$ cat config.mk
export PLATFORM = sky130hd
export DESIGN_NAME = alu181_slice_sequencer
export DESIGN_NICKNAME = d
export VERILOG_FILES = /design/src/rtl/alu181_slice_sequencer.sv
export SDC_FILE = /design/constraint.sdc
export NUM_CORES = 1
export LEC_CHECK = 0
export CORE_UTILIZATION = 35
export CTS_BUF_LIST = sky130_fd_sc_hd__clkbuf_16
export CTS_CLUSTER_SIZE = 10
export DETAILED_ROUTE_END_ITERATION = 10
export SLEW_MARGIN = 10
export SYNTH_ARGS = -nofsm -noshare
export SYNTH_HDL_FRONTEND = slang
export SYNTH_SLANG_ARGS = --single-unit
$ cat constraint.sdc
create_clock -name clk -period 2.05 [get_ports clk]
set_clock_uncertainty 0.2 [all_clocks]
set_input_delay 0.5125 -clock clk [delete_from_list [all_inputs] [get_ports clk]]
set_output_delay 0.5125 -clock clk [all_outputs]
set_load 0.05 [all_outputs]
$ cat src/rtl/alu181_slice_sequencer.sv
// Sequencer that time-multiplexes one 4-bit 74181 slice into a W-bit ALU, LSB nibble first.
// Optional ALU181_ZERO_EN adds a registered rsp_zero flag alongside the response.
module alu181_slice_sequencer #(
  parameter int SLICES = 4
) (
  input  logic                  clk,
  input  logic                  rst_n,
  input  logic                  req_valid,
  output logic                  req_ready,
  input  logic [4*SLICES-1:0]   req_a,
  input  logic [4*SLICES-1:0]   req_b,
  input  logic [3:0]            req_s,
  input  logic                  req_m,
  input  logic                  req_cnb,
  output logic                  rsp_valid,
  input  logic                  rsp_ready,
  output logic [4*SLICES-1:0]   rsp_f,
  output logic                  rsp_cn4b,
  output logic                  rsp_aeb,
`ifdef ALU181_ZERO_EN
  output logic                  rsp_zero,
`endif
  output logic [3:0]            alu_a,
  output logic [3:0]            alu_b,
  output logic [3:0]            alu_s,
  output logic                  alu_m,
  output logic                  alu_cnb,
  input  logic [3:0]            alu_f,
  input  logic                  alu_cn4b,
  input  logic                  alu_aeb,
  output logic [1:0]            dbg_state
);

  localparam int W  = 4 * SLICES;
  localparam int KW = (SLICES > 1) ? $clog2(SLICES) : 1;

  typedef enum logic [1:0] {
    IDLE = 2'd0,
    RUN  = 2'd1,
    DONE = 2'd2
  } state_t;

  state_t         state;
  logic [KW-1:0]  k;
  logic [W-1:0]   a_sh;
  logic [W-1:0]   b_sh;
  logic [W-1:0]   res_sh;
  logic [W-1:0]   res_next;
  logic [3:0]     s_q;
  logic           m_q;
  logic           carry_q;
  logic           aeb_q;
  logic           last_slice;

  // Handshakes: a transfer happens on a rising edge where valid and ready are both high;
  // the sender holds valid and payload stable until that edge, ready never depends on valid.

  // Operand shift registers feed the ALU straight from flops; the slice result enters at the top
  // so that after SLICES shifts nibble 0 has arrived at the bottom.
  assign alu_a      = a_sh[3:0];
  assign alu_b      = b_sh[3:0];
  assign alu_s      = s_q;
  assign alu_m      = m_q;
  assign alu_cnb    = carry_q;
  assign dbg_state  = state;
  assign last_slice = (k == KW'(SLICES - 1));

  always_comb begin
    res_next = (res_sh >> 4) | (W'(alu_f) << (W - 4));
  end

  always_ff @(posedge clk or negedge rst_n) begin
    if (!rst_n) begin
      state     <= IDLE;
      k         <= '0;
      req_ready <= 1'b1;
      rsp_valid <= 1'b0;
      rsp_f     <= '0;
      rsp_cn4b  <= 1'b1;
      rsp_aeb   <= 1'b0;
`ifdef ALU181_ZERO_EN
      rsp_zero  <= 1'b0;
`endif
      a_sh      <= '0;
      b_sh      <= '0;
      res_sh    <= '0;
      s_q       <= 4'd0;
      m_q       <= 1'b0;
      carry_q   <= 1'b1;
      aeb_q     <= 1'b0;
    end else begin
      case (state)
        IDLE: begin
          if (req_valid) begin
            a_sh      <= req_a;
            b_sh      <= req_b;
            s_q       <= req_s;
            m_q       <= req_m;
            carry_q   <= req_cnb;
            aeb_q     <= 1'b1;
            k         <= '0;
            req_ready <= 1'b0;
            state     <= RUN;
          end
        end
        RUN: begin
          res_sh  <= res_next;
          carry_q <= alu_cn4b;
          aeb_q   <= aeb_q & alu_aeb;
          a_sh    <= a_sh >> 4;
          b_sh    <= b_sh >> 4;
          if (last_slice) begin
            // Response fields are loaded once here so they stay frozen through DONE and beyond.
            k         <= '0;
            rsp_valid <= 1'b1;
            rsp_f     <= res_next;
            rsp_cn4b  <= alu_cn4b;
            rsp_aeb   <= aeb_q & alu_aeb;
`ifdef ALU181_ZERO_EN
            rsp_zero  <= (res_next == '0);
`endif
            state     <= DONE;
          end else begin
            k <= k + 1'b1;
          end
        end
        DONE: begin
          if (rsp_ready) begin
            rsp_valid <= 1'b0;
            req_ready <= 1'b1;
            state     <= IDLE;
          end
        end
        default: begin
          state     <= IDLE;
          req_ready <= 1'b1;
          rsp_valid <= 1'b0;
        end
      endcase
    end
  end

endmodule

==> summary.md, run 1 <==
| Metric | Value |
|---|---|
| Worst setup margin | `0.181 ns` |
| Clk_lat worst skew | `0.32 ns` |
| Max_cap viols | `0` |
| Reg2Reg Setup Slack | `0.31 ns` |
| Top delay family on crit path | `flip-flops` |
| CP peak stage delay | `0.63 ns` |
| Hold Path Sink | `alu_s[3]$_DFFE_PN0P_` |
| Final hold slack | `0.290 ns` |
| Final Hold Viols | `0` |
| Share of layout cells above drive strength 1 | `31.8%` |
| Max-slew headroom | `68.2%` |
| EDFF count, synth | `0` |
| Via Count | `2,296` |
| Cell area after synthesis | `3140 um2` |
| Core Rows | `34` |
| Layer with the highest usage | `met2` |
| Gr usage total | `16.5%` |
| Placed cell count | `432` |
| Count leader, synth | `dfrtp_1` |
| Hold Crit Depth | `1` |
| Ant diodes | `0` |
| Worst-Margin Slew | `0.477 ns` |
| Met2 Use GR | `25.8%` |
| Crit-path cells | `buf_12` |
| CP max stage cell | `dfrtp_1` |
| Antenna violations before repair | `0` |
| Final instance area | `4330 um2` |
| Min-delay src | `alu_s[3]$_DFFE_PN0P_` |
| Placed inst area | `4070 um2` |
| Setup crit end kind | `primary output` |
| Final min period | `1.87 ns` |
| Synth cell types | `30` |
| DRC | `0` |
| Top-Level Pins | `84` |
| Dpl hpwl | `5050 um` |
| Area grow syn2layout | `37.8%` |
| Worst R2R End | `a_sh[10]$_DFFE_PN0P_` |
| GRT overflow | `0` |
| Critical Path RT | `1.34 ns` |
| Synth top cells by count | `72 x dfrtp_1, 40 x o22ai_1, 29 x mux2_2, 19 x a21oi_1, 12 x o21ai_0` |
| Syn_nets | `296` |
| Post-layout util | `49.7%` |
| Synthesized instance count | `247` |
| Initial Util | `36.1%` |
| Syn_area_per_cell | `12.7 um2` |
| Fin crit share | `91.2%` |
| Nets | `385` |
| Async SR Flop Fraction | `100%` |
| Synthesis warning total | `0` |
| Vias per cell | `5.13` |
| Largest net degree at the start of global routing | `30` |
| CTS Sinks | `75` |
| Cts bufs inserted | `9` |
| Pins Over Slew Limit | `0` |
| Clock slew at reported path FFs | `0.05 ns` |
| CTS H-tree lvls | `3` |
| Critical-path maximum fanout | `12` |
| Fill count | `796` |
| Drt total wl | `7280 um` |
| Startpoint types | `flip-flop` |
| Final setup fails | `0` |
| Fmax | `535 MHz` |
| Maximum VDD drop | `0.00109 V` |
| Initial DRC count | `69` |
| Final ANT Viol Nets | `0` |
| First-pass GRT wire length | `12,400 um` |
| Yosys top cell area share | `57.3%` |
| Met1 Usage GRT | `21.8%` |
| Synth top area cells | `dfrtp_1 57%, mux2_2 10%, o22ai_1 8.0%` |
| Hold Path Class | `flip-flop to flip-flop` |
| CTS max path bufs | `2` |
| Leak pwr | `0.00188 uW` |
| Worst R2R Path Depth | `4` |
| DRT Pass-1 Iters | `4` |
| Chip Width | `96.8 um` |
| Post-cts sizing count | `0` |
| WP buf/inv | `1` |
| Status | `finished clean` |
| Post-synthesis sequential area ratio | `59.8%` |
| Routed length per placed instance | `16.2 um` |
| Top FF cell, synth | `dfrtp_1` |
| RSZ-0062 raised after global routing | `false` |
| Die height | `96.8 um` |
| Kind of critical path | `flip-flop to primary output` |
| Crit Reg-Reg Startpoint | `dbg_state[0]$_DFFE_PN0P_` |
| Pwr dens | `1880 nW/um2` |
| Critical Path AT | `1.16 ns` |
| Yosys reg bits | `75` |
| Cell accounting for the most synthesized area | `dfrtp_1` |
| Die area | `9370 um2` |
| Final GP Congestion | `0.707` |
| Post-Layout Cell Count | `448` |
| Std-Cell Core Area | `8720 um2` |
| CTS tree | `yes` |
| Dpl ws | `-0.0336 ns` |
| Met3 GRT Util | `5.64%` |
| Vias in the first global route | `2,409` |
| Clock root buffer | `clkbuf_16` |
| I/O Buffers | `83` |
-- area by class of cell --
| cell class | count | area [um2] | area share [%] |
|---|---|---|---|
| clock buffers | 9 | 225 | 5.20 |
| clock inverters | 6 | 33.8 | 0.779 |
| inverters | 2 | 7.51 | 0.173 |
| multi-input cells | 145 | 1090 | 25.1 |
| flip-flops and latches | 75 | 1880 | 43.4 |
| well taps | 108 | 135 | 3.12 |
| repair buffers | 103 | 966 | 22.3 |
-- how the worst max path moves through the flow --
stage | cells past startpoint | start | end
after global placement | 4 | req_valid | b_sh[10]$_DFFE_PN0P_
after global routing | 1 | dbg_state[0]$_DFFE_PN0P_ | dbg_state[0]
final | 1 | dbg_state[0]$_DFFE_PN0P_ | dbg_state[0]
after CTS | 1 | dbg_state[0]$_DFFE_PN0P_ | dbg_state[0]
after detailed placement | 4 | req_valid | b_sh[10]$_DFFE_PN0P_
after floorplan | 4 | dbg_state[1]$_DFFE_PN0P_ | alu_m$_DFFE_PN0P_
-- stage by stage --
| stage | setup TNS [ns] | total power (uW) |
|---|---|---|
| after floorplan | 0 | 5620 |
| after global placement | -0.00491 | 6740 |
| after detailed placement | -0.0336 | 6830 |
| after CTS | 0 | 8250 |
| after global routing | 0 | 8640 |
| final | 0 | 8150 |
-- logic make-up (layout without fill, tap and decap cells) --
group / count (synthesis) / in the layout / synth area share (%)
simple gates: 21 / 21 / 4.06
mux: 34 / 34 / 12.2
flops: 75 / 75 / 59.8
compound gates: 89 / 89 / 17.9
buf+inv: 27 / 120 / 5.65
fa+ha+maj: 1 / 1 / 0.398
-- report_power, final --
part | total [uW] | internal, uW | switching (uW)
clock | 1370 | 800 | 567
sequential | 2740 | 2230 | 505
combinational | 4040 | 1680 | 2360
total | 8150 | 4710 | 3430
-- state kept, by name, indices dropped and copies added, names as in the netlist --
register   flops
dbg_state      2
alu_m          1
req_ready      1
aeb_q          1
alu_s          4
rsp_valid      1
b_sh          16
alu_cnb        1
rsp_cn4b       1
k              2
rsp_f         16
rsp_aeb        1
a_sh          16
res_sh        12
-- per-layer routing --
layer	vias to the layer above	share of wire [%]
li1	1099	-
met1	1118	45
met2	73	48
met3	6	6.5
met4	0	0.66
met5	-	0
-- layout by cell type, fill, tap and decap left out --
cell             count
inv_2                1
nor2_4               1
o31ai_1              2
clkinv_1             2
o221a_2              1
nand2b_1             3
a2bb2oi_1            8
mux2_1               5
o22ai_1             40
nor2_2               1
a32o_1               1
buf_4               50
clkinv_2             2
clkinv_4             1
dlygate4sd3_1        1
nand2_1              9
buf_12               6
clkbuf_16            9
o21ai_0             12
nor2b_2              1
mux2_2              29
nor2_8               1
o21bai_2             1
nand3b_1             1
a22o_1               4
inv_1                1
dfrtp_1             72
or4b_1               1
a21oi_1             19
nor2_1               3
clkdlybuf4s50_1     46
ha_1                 1
clkinvlp_4           1
o21ai_1              1
dfstp_2              3
-- timing repair --
action	in CTS	in global routing
hold endpoints to repair	25	0
hold buffers	1	0
buffers inserted	0	0
No activity file was read; power rests on OpenSTA's default activity.
==> run 2: changes to the inputs <==
SETUP_SLACK_MARGIN = 0.1   (was not set)
==> results of run 2 <==
Same layout as run 1: the final DEF is identical, and so are final timing and power.
